## src/rtl/segment_mux_nx7.sv

```systemverilog
// Multiplexed N-digit hex 7-segment driver with PWM dimming, blanking,
// decimal points and leading-zero suppression, using a per-frame snapshot.
module segment_mux_nx7 #(
  parameter int DIGITS         = 4,
  parameter int SLOT_LOG2      = 7,
  parameter bit SEG_ACTIVE_LOW = 1'b1,
  parameter bit DIG_ACTIVE_LOW = 1'b1
) (
  input  logic                  clk,
  input  logic                  rst_n,
  input  logic [4*DIGITS-1:0]   value,
  input  logic [DIGITS-1:0]     dp,
  input  logic [DIGITS-1:0]     blank,
  input  logic                  lz_en,
  input  logic [3:0]            brightness,
  output logic [6:0]            seg,
  output logic                  seg_dp,
  output logic [DIGITS-1:0]     dig_en,
  output logic                  frame_tick
);

  localparam int                IDX_W    = (DIGITS > 1) ? $clog2(DIGITS) : 1;
  localparam logic [IDX_W-1:0]  IDX_LAST = IDX_W'(DIGITS - 1);
  localparam logic [SLOT_LOG2-1:0] CNT_MAX = '1;
  localparam logic [6:0]        SEG_OFF  = {7{SEG_ACTIVE_LOW}};
  localparam logic              DP_OFF   = SEG_ACTIVE_LOW;
  localparam logic [DIGITS-1:0] DIG_OFF  = {DIGITS{DIG_ACTIVE_LOW}};

  logic [SLOT_LOG2-1:0] cnt_q, cnt_d;
  logic [IDX_W-1:0]     idx_q, idx_d;
  logic [4*DIGITS-1:0]  snap_value_q, snap_value_d;
  logic [DIGITS-1:0]    snap_dp_q, snap_dp_d;
  logic [DIGITS-1:0]    snap_blank_q, snap_blank_d;
  logic                 snap_lz_q, snap_lz_d;
  logic [6:0]           seg_q, seg_d;
  logic                 seg_dp_q, seg_dp_d;
  logic [DIGITS-1:0]    dig_en_q, dig_en_d;
  logic                 frame_tick_q, frame_tick_d;

  logic [DIGITS-1:0]    nib_zero, upper_zero, lz_dark;
  logic                 load, dark, on_time;
  logic [3:0]           nibble;
  logic [6:0]           seg_lit;
  logic [DIGITS-1:0]    dig_lit;

  function automatic logic [6:0] hex7(input logic [3:0] n);
    case (n)
      4'h0:    hex7 = 7'b0111111;
      4'h1:    hex7 = 7'b0000110;
      4'h2:    hex7 = 7'b1011011;
      4'h3:    hex7 = 7'b1001111;
      4'h4:    hex7 = 7'b1100110;
      4'h5:    hex7 = 7'b1101101;
      4'h6:    hex7 = 7'b1111101;
      4'h7:    hex7 = 7'b0000111;
      4'h8:    hex7 = 7'b1111111;
      4'h9:    hex7 = 7'b1100111;
      4'hA:    hex7 = 7'b1110111;
      4'hB:    hex7 = 7'b1111100;
      4'hC:    hex7 = 7'b0111001;
      4'hD:    hex7 = 7'b1011110;
      4'hE:    hex7 = 7'b1111001;
      default: hex7 = 7'b1110001;
    endcase
  endfunction

  // upper_zero[k]: nibbles k..DIGITS-1 of the snapshot are all zero
  genvar gi;
  generate
    for (gi = 0; gi < DIGITS; gi++) begin : g_lz
      assign nib_zero[gi] = (snap_value_q[4*gi +: 4] == 4'h0);
      if (gi == DIGITS - 1) begin : g_top
        assign upper_zero[gi] = nib_zero[gi];
      end else begin : g_mid
        assign upper_zero[gi] = nib_zero[gi] & upper_zero[gi+1];
      end
      if (gi == 0) begin : g_d0
        assign lz_dark[gi] = 1'b0;
      end else begin : g_dn
        assign lz_dark[gi] = snap_lz_q & upper_zero[gi];
      end
    end
  endgenerate

  always_comb begin
    cnt_d = cnt_q + 1'b1;
    idx_d = idx_q;
    if (cnt_q == CNT_MAX) begin
      idx_d = (idx_q == IDX_LAST) ? '0 : idx_q + 1'b1;
    end

    load         = (idx_q == IDX_LAST) && (cnt_q == CNT_MAX);
    snap_value_d = load ? value : snap_value_q;
    snap_dp_d    = load ? dp    : snap_dp_q;
    snap_blank_d = load ? blank : snap_blank_q;
    snap_lz_d    = load ? lz_en : snap_lz_q;

    nibble  = snap_value_q[{idx_q, 2'b00} +: 4];
    dark    = snap_blank_q[idx_q] | lz_dark[idx_q];
    seg_lit = dark ? 7'h00 : hex7(nibble);

    // cnt==0 keeps every digit off so segment changes never ghost
    on_time = (cnt_q != '0) && (cnt_q[SLOT_LOG2-1 -: 4] <= brightness);
    dig_lit = '0;
    if (on_time) begin
      dig_lit[idx_q] = 1'b1;
    end

    seg_d        = seg_lit ^ SEG_OFF;
    seg_dp_d     = (snap_dp_q[idx_q] & ~dark) ^ DP_OFF;
    dig_en_d     = dig_lit ^ DIG_OFF;
    frame_tick_d = (idx_q == '0) && (cnt_q == '0);
  end

  always_ff @(posedge clk) begin
    if (!rst_n) begin
      cnt_q        <= '0;
      idx_q        <= '0;
      snap_value_q <= '0;
      snap_dp_q    <= '0;
      snap_blank_q <= '0;
      snap_lz_q    <= 1'b0;
      seg_q        <= SEG_OFF;
      seg_dp_q     <= DP_OFF;
      dig_en_q     <= DIG_OFF;
      frame_tick_q <= 1'b0;
    end else begin
      cnt_q        <= cnt_d;
      idx_q        <= idx_d;
      snap_value_q <= snap_value_d;
      snap_dp_q    <= snap_dp_d;
      snap_blank_q <= snap_blank_d;
      snap_lz_q    <= snap_lz_d;
      seg_q        <= seg_d;
      seg_dp_q     <= seg_dp_d;
      dig_en_q     <= dig_en_d;
      frame_tick_q <= frame_tick_d;
    end
  end

  assign seg        = seg_q;
  assign seg_dp     = seg_dp_q;
  assign dig_en     = dig_en_q;
  assign frame_tick = frame_tick_q;

endmodule
```

## config.mk

```make
export PLATFORM = sky130hd
export DESIGN_NAME = segment_mux_nx7
export DESIGN_NICKNAME = d
export VERILOG_FILES = /design/src/rtl/segment_mux_nx7.sv
export SDC_FILE = /design/constraint.sdc
export NUM_CORES = 1
export LEC_CHECK = 0
export ABC_CLOCK_PERIOD_IN_PS = 5000
export BUFFER_PORTS_ARGS = -buffer_cell sky130_fd_sc_hd__buf_2
export CORE_MARGIN = 2
export CORE_UTILIZATION = 59
export DETAILED_ROUTE_END_ITERATION = 8
export PLACE_DENSITY = 0.89
export SLEW_MARGIN = 5
export SYNTH_ARGS = -nofsm -noshare
export SYNTH_HDL_FRONTEND = slang
export SYNTH_SLANG_ARGS = --single-unit
```

## constraint.sdc

```tcl
create_clock -name clk -period 5 [get_ports clk]
set_input_delay 0.5 -clock clk [delete_from_list [all_inputs] [get_ports clk]]
set_output_delay 0.5 -clock clk [all_outputs]
set_load 0.01 [all_outputs]
```

==> results of run 1 <==
-- cells in the final DEF, fill, tap and decap left out, types with 2 or more instances in the layout --
cell type,instances
nor2b_1,28
clkbuf_8,5
and2_1,7
nand3_1,3
buf_2,43
a21oi_1,3
nand2_1,10
mux2i_1,27
dfxtp_1,47
nor2_1,4
o221ai_1,5
o21ai_0,5
mux4_2,2
o21a_1,2
inv_1,13
nand2b_1,2
mux4_1,4
ha_1,15
nand4_1,5
xnor2_1,4
-- area by class of cell --
cell class,count,area (µm²)
sequential,47,941
fill,298,1130
clock buffer,6,72.6
tap,48,60.1
multi-input combinational,145,1240
timing repair buffer,43,215
inverter,13,48.8
-- logic make-up (layout without fill, tap and decap cells) --
family | after synthesis | after routing | share of synthesized area [%]
multiplexers | 33 | 33 | 18.2
AND/OR/NAND/NOR | 72 | 72 | 19.1
AO/OA/AOI/OAI | 20 | 20 | 6.61
flip-flops | 47 | 47 | 40.7
XOR/XNOR | 5 | 5 | 1.90
adder cells (fa/ha/maj) | 15 | 15 | 8.13
buffers and inverters | 23 | 62 | 5.36
-- state kept, by name, indices dropped and copies added (netlist names) --
signal        flops
idx_q             2
seg               7
frame_tick        1
seg_dp            1
snap_blank_q      4
snap_value_q     16
snap_lz_q         1
dig_en            4
cnt_q             7
snap_dp_q         4
-- layer usage --
layer  global-route usage [%]  vias up  routed length (µm)
li1                         -      820                   -
met1                     23.5      757                1810
met2                     34.0       45                1940
met3                     4.39        8                 188
met4                     9.95        0                  85
met5                        0        -                   0
-- final timing paths --
check,end,slack (ps),cells after the start
setup / recovery,seg[3],2620,6
hold / removal,snap_value_q[8],460,3
setup reg to reg,seg[3],2620,6
hold reg to reg,cnt_q[0],470,1
-- Yosys cell counts (2+ instances only) --
master,count
mux4_2,2
o221ai_1,5
o21ai_0,5
and2_1,7
nor2_1,4
mux4_1,4
nand2_1,10
mux2i_1,27
a21oi_1,3
nand3_1,3
buf_6,5
nor2b_1,28
nand2b_1,2
nand4_1,5
o21a_1,2
inv_1,13
clkbuf_1,5
xnor2_1,4
dfxtp_1,47
ha_1,15
-- worst min-delay path, delay by kind of cell --
family,cells,cell delay [ps]
buffers and inverters,1,70
multiplexers,1,50
AND/OR/NAND/NOR,1,90
-- power by group --
group	internal [mW]	switching, mW	total, mW
Combinational	0.0216	0.0190	0.0405
Clock	0.0931	0.109	0.202
Sequential	0.380	0.00290	0.383
Total	0.495	0.131	0.626
-- stage by stage --
stage	worst slack (ps)	cells
after floorplan	2960	215
after global placement	2750	296
after detailed placement	2630	296
after CTS	2610	302
after global routing	2370	302
final	2620	302
==> flow_metrics.env, run 1 <==
export IMPL_ant_nets=0
export IMPL_detail_route_vias_per_cell=5.40
export IMPL_synth_edf_count=0
export IMPL_io_pins=44
export IMPL_n_antenna_cell=0
export IMPL_dp_hpwl_um=2990
export IMPL_grt_usage_pct=19.9
export IMPL_synthFlopType="dfxtp_1"
export IMPL_clock_sinks=47
export IMPL_cp_buffers_inverters=1
export IMPL_grt_pass1_wl_um=6650
export IMPL_avgSynthCellArea_um2=10.7
export IMPL_port_buffers=43
export IMPL_cp_startpoint="idx_q[0]"
export IMPL_finClkSkew_ps=3.18
export IMPL_postCtsResizedCells=0
export IMPL_cts_clk_slew_worst_paths_ps=70
export IMPL_antenna_found_initial=0
export IMPL_timing_hold_ws_ps=455
export IMPL_synth_largest_area_cell="dfxtp_1"
export IMPL_cpPeakStageDelay_ps=700
export IMPL_wl_per_cell_um=13.3
export IMPL_first_pass_iters=4
export IMPL_die_area_mm2=0.00443
export IMPL_synth_area_leaders="dfxtp_1 41%, mux2i_1 12%, ha_1 8.1%, nor2b_1 7.6%, mux4_1 4.6%"
export IMPL_wirelength_um=4030
export IMPL_netlist_area_mm2=0.00231
export IMPL_max_freq_mhz=421
export IMPL_cts_setup_buffers=0
export IMPL_p_leak_nw=1.22
export IMPL_path_max_fanout=11
export IMPL_routabilityCongestion=0.850
export IMPL_min_from="value[8]"
export IMPL_crit_top_cell="o21ai_0"
export IMPL_power_mw=0.626
export IMPL_synth_top_area_share_pct=40.7
export IMPL_insertion_delay_ps=290
export IMPL_synthArstFlopShare_pct=0
export IMPL_first_global_vias=1526
export IMPL_dpl_cell_area_mm2=0.00251
export IMPL_dr_first_iter_drc_count=131
export IMPL_cts_buffers=5
export IMPL_stdcell_area_mm2=0.00258
export IMPL_rsz0062_at_grt="no"
export IMPL_vdd_ir_drop_max_mv=0.149
export IMPL_ys_seq_elements=47
export IMPL_timing_rr_start="idx_q[0]"
export IMPL_worst_slew_pin_transition_ps=766
export IMPL_finalCritPeriodShare_pct=47.6
export IMPL_num_rows=22
export IMPL_power_density_mw_per_mm2=243
export IMPL_status="complete, no violations"
export IMPL_drive_gt1_share_pct=22.8
export IMPL_cts_tree="yes"
export IMPL_crit_chain="mux4_1, inv_1, ha_1, o21ai_0, o221ai_1, o21ai_0"
export IMPL_ctsHoldBuffers=0
export IMPL_startpoint_type="flip-flop"
export IMPL_maxSlewHeadroom_pct=49.0
export IMPL_clock_path_buffers=2
export IMPL_die_x_um=66.6
export IMPL_synth_nets=261
export IMPL_critPathTopFamily="multiplexers"
export IMPL_cp_required_ps=5220
export IMPL_worstHoldPathType="input port to flip-flop"
export IMPL_setup_worst_path_class="flip-flop to flip-flop"
export IMPL_grt_max_degree=41
export IMPL_maxSlewViolCount=0
export IMPL_syn_to_final_growth_pct=11.8
export IMPL_root_buffer="clkbuf_8"
export IMPL_maxCapViolCount=0
export IMPL_hold_viol=0
export IMPL_dr_total_vias=1630
export IMPL_post_route_drc_count=0
export IMPL_cp_data_arrival_time_ps=2600
export IMPL_ys_types=39
export IMPL_design_core_area_mm2=0.00372
export IMPL_htree_levels=2
export IMPL_setup_viol=0
export IMPL_end_kind="flip-flop"
export IMPL_synthCells=215
export IMPL_slowest_stage="mux4_1"
export IMPL_final_util_pct=69.5
export IMPL_start_util_pct=62.2
export IMPL_layout_min_cycle_time_ps=2380
export IMPL_synth_yosys_seq_area_share_pct=40.7
export IMPL_die_y_um=66.6
export IMPL_nNetsFinal=301
export IMPL_grt_overflow_total=0
export IMPL_synth_yosys_warnings=0
export IMPL_setup_tns_ps=0
(Power assumes the default switching activity.)
==> run 2, diff against run 1 <==
--- a/config.mk
+++ b/config.mk
@@ -5,12 +5,13 @@
 export SDC_FILE = /design/constraint.sdc
 export NUM_CORES = 1
 export LEC_CHECK = 0
-export ABC_CLOCK_PERIOD_IN_PS = 5000
+export ABC_AREA = 1
+export ABC_CLOCK_PERIOD_IN_PS = 2300
 export BUFFER_PORTS_ARGS = -buffer_cell sky130_fd_sc_hd__buf_2
 export CORE_MARGIN = 2
-export CORE_UTILIZATION = 59
+export CORE_UTILIZATION = 54
 export DETAILED_ROUTE_END_ITERATION = 8
-export PLACE_DENSITY = 0.89
+export PLACE_DENSITY = 0.83
 export SLEW_MARGIN = 5
 export SYNTH_ARGS = -nofsm -noshare
 export SYNTH_HDL_FRONTEND = slang
==> constraint.sdc (replaced) <==
create_clock -name clk -period 2.3 [get_ports clk]
set_input_delay 0.23 -clock clk [delete_from_list [all_inputs] [get_ports clk]]
set_output_delay 0.23 -clock clk [all_outputs]
set_load 0.01 [all_outputs]
==> run 2 against run 1 <==
Against the previous run: synthesized area is 2.7% lower; critical path depth grew 3; largest power group unchanged; critical path type unchanged; sequential share of layout area is 0.34 points higher; clock skew rose by 3.4 ps; utilization is 5.5 points lower; critical endpoint is now snap_value_q[9]; global-route usage is 1.9 points higher; sequential cell count unchanged; total power grew 130%; cell count grew 33%; worst setup slack got worse by 2200 ps.
==> flow_metrics.env, run 2 <==
export IMPL_drive_gt1_share_pct=17.9
export IMPL_cpPeakStageDelay_ps=450
export IMPL_root_buffer="clkbuf_8"
export IMPL_regMostFlops="snap_value_q"
export IMPL_insertion_delay_ps=290
export IMPL_design_core_area_mm2=0.00400
export IMPL_crit_chain="ha_1, nand2_1, inv_2, nand2_2, nor2_4, nand2_2, clkinv_2, nor2_1, nor2_1"
export IMPL_grt_max_degree=40
export IMPL_die_y_um=68.5
export IMPL_first_global_vias=1850
export IMPL_cts_tree="yes"
export IMPL_ant_nets=0
export IMPL_io_pins=44
export IMPL_die_x_um=68.5
export IMPL_avgSynthCellArea_um2=7.21
export IMPL_rsz0062_at_grt="no"
export IMPL_routabilityCongestion=0.885
export IMPL_synth_yosys_seq_area_share_pct=41.8
export IMPL_p_leak_nw=1.17
export IMPL_r2r_slack_ps=380
export IMPL_synth_area_leaders="dfxtp_1 42%, nand2_1 9.0%, ha_1 8.3%, o21ai_0 7.6%, nand3_1 7.3%"
export IMPL_startpoint_type="flip-flop"
export IMPL_maxSlewHeadroom_pct=59.1
export IMPL_final_cell_mix="54 x nand2_1, 47 x dfxtp_1, 43 x nor2_1, 43 x buf_2, 34 x o21ai_0"
export IMPL_dr_total_vias=2028
export IMPL_die_area_mm2=0.00470
export IMPL_setup_viol=0
export IMPL_status="complete, no violations"
export IMPL_postCtsResizedCells=0
export IMPL_port_buffers=43
export IMPL_grt_overflow_total=0
export IMPL_hold_viol=0
export IMPL_synth_top_area_share_pct=41.8
export IMPL_synthTopCellsByCount="54 x nand2_1, 47 x dfxtp_1, 43 x nor2_1, 34 x o21ai_0"
export IMPL_largest_reg_flops=16
export IMPL_max_freq_mhz=521
export IMPL_maxCapViolCount=0
export IMPL_rr_worst_depth=9
export IMPL_synth_yosys_warnings=0
export IMPL_cp_data_arrival_time_ps=2110
export IMPL_finClkSkew_ps=6.55
export IMPL_cts_setup_buffers=0
export IMPL_cts_clk_slew_worst_paths_ps=80
export IMPL_final_common_cell="nand2_1"
export IMPL_nNetsFinal=397
export IMPL_min_path_cells=3
export IMPL_num_rows=23
export IMPL_wirelength_um=4460
export IMPL_slowest_stage="nand2_2"
export IMPL_dp_hpwl_um=3230
export IMPL_clock_sinks=47
export IMPL_timing_rr_start="cnt_q[0]"
export IMPL_first_pass_iters=4
export IMPL_worstHoldPathType="input port to flip-flop"
export IMPL_cts_buffers=5
export IMPL_synth_nets=358
export IMPL_setup_tns_ps=0
export IMPL_synth_largest_area_cell="dfxtp_1"
export IMPL_hold_end="snap_value_q[6]"
export IMPL_syn_to_final_growth_pct=13.8
export IMPL_cp_required_ps=2490
export IMPL_ctsHoldBuffers=0
export IMPL_post_route_drc_count=0
export IMPL_synthArstFlopShare_pct=0
export IMPL_netlist_area_mm2=0.00225
export IMPL_synthFlopType="dfxtp_1"
export IMPL_yosys_cell_count_top_type="nand2_1"
export IMPL_synthCells=312
export IMPL_detail_route_vias_per_cell=5.04
export IMPL_power_density_mw_per_mm2=569
export IMPL_maxSlewViolCount=0
export IMPL_cp_buffers_inverters=2
export IMPL_fillers=372
export IMPL_path_max_fanout=39
export IMPL_wl_per_cell_um=11.1
export IMPL_ys_seq_elements=47
export IMPL_end_kind="flip-flop"
export IMPL_r2r_end="snap_value_q[9]"
export IMPL_ys_types=20
export IMPL_dr_first_iter_drc_count=132
export IMPL_htree_levels=2
export IMPL_finalCritPeriodShare_pct=83.4
export IMPL_clock_path_buffers=2
export IMPL_start_util_pct=56.2
export IMPL_grt_pass1_wl_um=7880
export IMPL_layout_min_cycle_time_ps=1920
export IMPL_timing_hold_ws_ps=188
export IMPL_synth_edf_count=0
export IMPL_n_antenna_cell=0
export IMPL_antenna_found_initial=0
export IMPL_min_from="value[6]"
export IMPL_vdd_ir_drop_max_mv=0.435
export IMPL_worst_slew_pin_transition_ps=611
export IMPL_grt_usage_pct=21.9
export IMPL_critPathTopFamily="simple AND/OR/NAND/NOR gates"
export IMPL_setup_worst_path_class="flip-flop to flip-flop"
[run 2: power breakdown]
group | switching [mW] | internal [mW] | leakage, nW
logic | 0.0481 | 0.0406 | 0.735
clock network | 0.261 | 0.275 | 0.0515
registers | 0.00523 | 0.827 | 0.382
total | 0.315 | 1.14 | 1.17
[run 2: layer usage]
layer / part of all wire [%] / track usage (%) / up-vias
met3: 3.2 / 3.90 / 7
li1: - / - / 1077
met4: 1.0 / 6.50 / 0
met5: 0 / 0 / -
met1: 48 / 28.4 / 912
met2: 48 / 36.9 / 32
[run 2: worst max-delay path by stage]
stage	from	to	slack (ps)	depth (start not counted)
2_1_floorplan	idx_q[0]	seg[0]	650	14
3_3_place_gp	cnt_q[0]	snap_value_q[2]	480	9
3_5_place_dp	cnt_q[0]	snap_value_q[9]	380	9
4_1_cts	cnt_q[0]	snap_value_q[9]	370	9
5_1_grt	cnt_q[0]	snap_dp_q[2]	160	9
6_report	cnt_q[0]	snap_value_q[9]	380	9
[run 2: per-stage QoR]
step           total power, mW  util [%]  instances  setup WS [ps]  area (µm²)
2_1_floorplan            0.897         -        312            647        2250
3_3_place_gp             0.938      61.5        394            480        2460
3_5_place_dp             0.940      61.5        394            383        2460
4_1_cts                   1.47      64.0        402            371        2560
5_1_grt                   1.52      64.0        402            163        2560
6_report                  1.46      64.0        402            382        2560
[run 2: final cells by class]
type                    count  area (µm²)  share of cell area, %
clock buffers               8         100                   3.91
inverters                  38         144                   5.62
multi-input cells         214        1080                   42.2
flip-flops and latches     47         941                   36.8
well taps                  50        62.6                   2.44
repair buffers             45         230                   9.00
[run 2: kinds of logic after synthesis]
| family | count (synthesis) | share of synthesized area [%] |
|---|---|---|
| AND/OR/NAND/NOR | 144 | 27.5 |
| AO/OA/AOI/OAI | 55 | 12.2 |
| buffers and inverters | 51 | 10.1 |
| flip-flops | 47 | 41.8 |
| adder cells (fa/ha/maj) | 15 | 8.35 |
[run 2: worst min-delay path: cells and delay by family]
family	cells	cell delay (ps)
buffers and inverters	1	70
and+or+nand+nor	1	80
AOI/OAI and AO/OA	1	70
==> run 3, diff against run 2 <==
--- a/config.mk
+++ b/config.mk
@@ -5,13 +5,13 @@
 export SDC_FILE = /design/constraint.sdc
 export NUM_CORES = 1
 export LEC_CHECK = 0
-export ABC_AREA = 1
-export ABC_CLOCK_PERIOD_IN_PS = 2300
+export ABC_AREA = 0
+export ABC_CLOCK_PERIOD_IN_PS = 1700
 export BUFFER_PORTS_ARGS = -buffer_cell sky130_fd_sc_hd__buf_2
 export CORE_MARGIN = 2
-export CORE_UTILIZATION = 54
+export CORE_UTILIZATION = 49
 export DETAILED_ROUTE_END_ITERATION = 8
-export PLACE_DENSITY = 0.83
+export PLACE_DENSITY = 0.8
 export SLEW_MARGIN = 5
 export SYNTH_ARGS = -nofsm -noshare
 export SYNTH_HDL_FRONTEND = slang
==> constraint.sdc (replaced) <==
create_clock -name clk -period 1.7 [get_ports clk]
set_input_delay 0.17 -clock clk [delete_from_list [all_inputs] [get_ports clk]]
set_output_delay 0.17 -clock clk [all_outputs]
set_load 0.01 [all_outputs]
==> run 3 against run 2 <==
Against the previous run: the run now ends with setup timing left; total power rose by 36%; count of clock-buffer cells in the layout fell by 2; global-route usage fell by 2.7 points; combinational power rose by 51%; fmax rose by 6.4%; wire length rose by 12%; final area rose by 14%; largest cell class unchanged.
==> flow_metrics.env, run 3 (synthesis results as in run 1) <==
export IMPL_first_global_vias=1695
export IMPL_p_sw_mw=0.451
export IMPL_final_util_pct=65.9
export IMPL_final_cell_mix="44 x dfxtp_1, 43 x buf_2, 28 x nor2b_1"
export IMPL_wl_met3_um=302
export IMPL_cts_clk_slew_worst_paths_ps=90
export IMPL_layout_min_cycle_time_ps=1800
export IMPL_clock_sinks=47
export IMPL_io_pins=44
export IMPL_violations="setup timing"
export IMPL_fillers=338
export IMPL_cp_data_arrival_time_ps=1970
export IMPL_dp_slack_ps=-94.1
export IMPL_root_buffer="clkbuf_8"
export IMPL_cp_required_ps=1860
export IMPL_routabilityCongestion=0.799
export IMPL_grt_max_degree=40
export IMPL_grt_usage_pct=19.2
export IMPL_path_max_fanout=5
export IMPL_regMostFlops="snap_value_q"
export IMPL_max_freq_mhz=554
export IMPL_n_antenna_cell=0
export IMPL_setup_viol=8
export IMPL_maxCapViolCount=0
export IMPL_wl_met1_um=2280
export IMPL_insertion_delay_ps=300
export IMPL_maxSlewHeadroom_pct=69.8
export IMPL_clkPwrFrac_pct=36.2
export IMPL_dr_total_vias=1760
export IMPL_rsz0062_at_grt="yes"
export IMPL_worst_slew_pin_transition_ps=448
export IMPL_post_route_drc_count=0
export IMPL_hold_viol=0
export IMPL_port_buffers=43
export IMPL_clock_path_buffers=2
export IMPL_num_rows=24
export IMPL_wl_per_cell_um=14.9
export IMPL_nNetsFinal=329
export IMPL_met2_length_um=2340
export IMPL_die_area_mm2=0.00528
export IMPL_setup_worst_path_class="flip-flop to flip-flop"
export IMPL_ant_nets=0
export IMPL_detail_route_vias_per_cell=5.24
export IMPL_power_density_mw_per_mm2=675
export IMPL_wirelength_um=5000
export IMPL_top_layer_used="met4"
export IMPL_antenna_found_initial=0
export IMPL_largest_reg_flops=16
export IMPL_syn_to_final_growth_pct=26.7
export IMPL_dr_first_iter_drc_count=137
export IMPL_finClkSkew_ps=8.16
export IMPL_setup_ws_ps=-104
export IMPL_maxSlewViolCount=0
export IMPL_start_util_pct=52.0
export IMPL_finalCritPeriodShare_pct=106
export IMPL_die_x_um=72.7
export IMPL_grt_pass1_wl_um=7760
export IMPL_startpoint_type="flip-flop"
export IMPL_grt_overflow_total=0
export IMPL_pwr_share_comb_pct=6.8
export IMPL_design_core_area_mm2=0.00444
export IMPL_end_kind="flip-flop"
export IMPL_dp_hpwl_um=3250
export IMPL_cts_tree="yes"
export IMPL_intPower_mw=1.52
export IMPL_switching_share_pct=22.8
export IMPL_p_leak_nw=1.38
export IMPL_status="finished with violations"
export IMPL_final_common_cell="dfxtp_1"
export IMPL_die_y_um=72.7
export IMPL_ctsHoldBuffers=0
export IMPL_first_pass_iters=4
export IMPL_drive_gt1_share_pct=37.7
export IMPL_htree_levels=2
export IMPL_pwr_share_seq_pct=57.0
export IMPL_vdd_ir_drop_max_mv=0.452
export IMPL_cts_buffers=5
export IMPL_worstHoldPathType="input port to flip-flop"
[run 3: power by group through the flow]
| stage | Combinational, mW | Clock [mW] | Sequential (mW) |
|---|---|---|---|
| floorplan | 0.0550 | 0 | 1.16 |
| global placement | 0.124 | 0 | 1.15 |
| detailed placement | 0.125 | 0 | 1.15 |
| CTS | 0.131 | 0.728 | 1.12 |
| global route | 0.149 | 0.773 | 1.13 |
| finish | 0.134 | 0.715 | 1.13 |
[run 3: cell type report]
type                            instances  area [µm²]  share of cell area [%]
Multi-Input combinational cell        146        1330                    45.3
Clock inverter                          2        16.3                   0.556
Timing Repair Buffer                   70         438                    15.0
Clock buffer                            6        82.6                    2.82
Tap cell                               52        65.1                    2.22
Sequential cell                        47         947                    32.4
Inverter                               13        51.3                    1.75
[run 3: path summary, 6_finish.rpt]
check | from | endpoint | slack [ps] | cells past startpoint
worst max-delay path | idx_q[0] | seg[6] | -100 | 5
worst min-delay path | lz_en | snap_lz_q | 110 | 3
worst max register to register | idx_q[0] | seg[6] | -100 | 5
worst min register to register | snap_blank_q[1] | snap_blank_q[1] | 520 | 2
[run 3: critical path, stage by stage (launching register included)]
cell and delay, ps:
dfxtp_4 400, mux4_2 590, ha_4 200, and2b_2 200, a21oi_1 150, o221ai_1 130
[run 3: metal layers]
metal	up-vias	track usage [%]
met1	807	25.2
li1	885	-
met3	9	4.01
met4	0	7.41
met2	59	30.9
met5	-	0
[run 3: timing repair]
item / CTS / global route
pin swaps: 2 / 7
setup buffers: 6 / 3
hold endpoints to repair: 0 / 0
setup endpoints to repair: 7 / 38
resized for setup: 4 / 15
gates cloned: 1 / 0
[run 3: per-stage QoR]
| step | cell area, µm² | TNS (ps) | hold slack, ps | total power [mW] | cells |
|---|---|---|---|---|---|
| 4_1_cts | 2860 | -216 | 111 | 1.98 | 333 |
| 2_1_floorplan | 2320 | -228 | 336 | 1.21 | 215 |
| 3_5_place_dp | 2670 | -382 | 431 | 1.28 | 318 |
| 6_report | 2930 | -533 | 114 | 1.97 | 336 |
| 5_1_grt | 2930 | -1020 | 127 | 2.05 | 336 |
| 3_3_place_gp | 2670 | -114 | 420 | 1.28 | 318 |
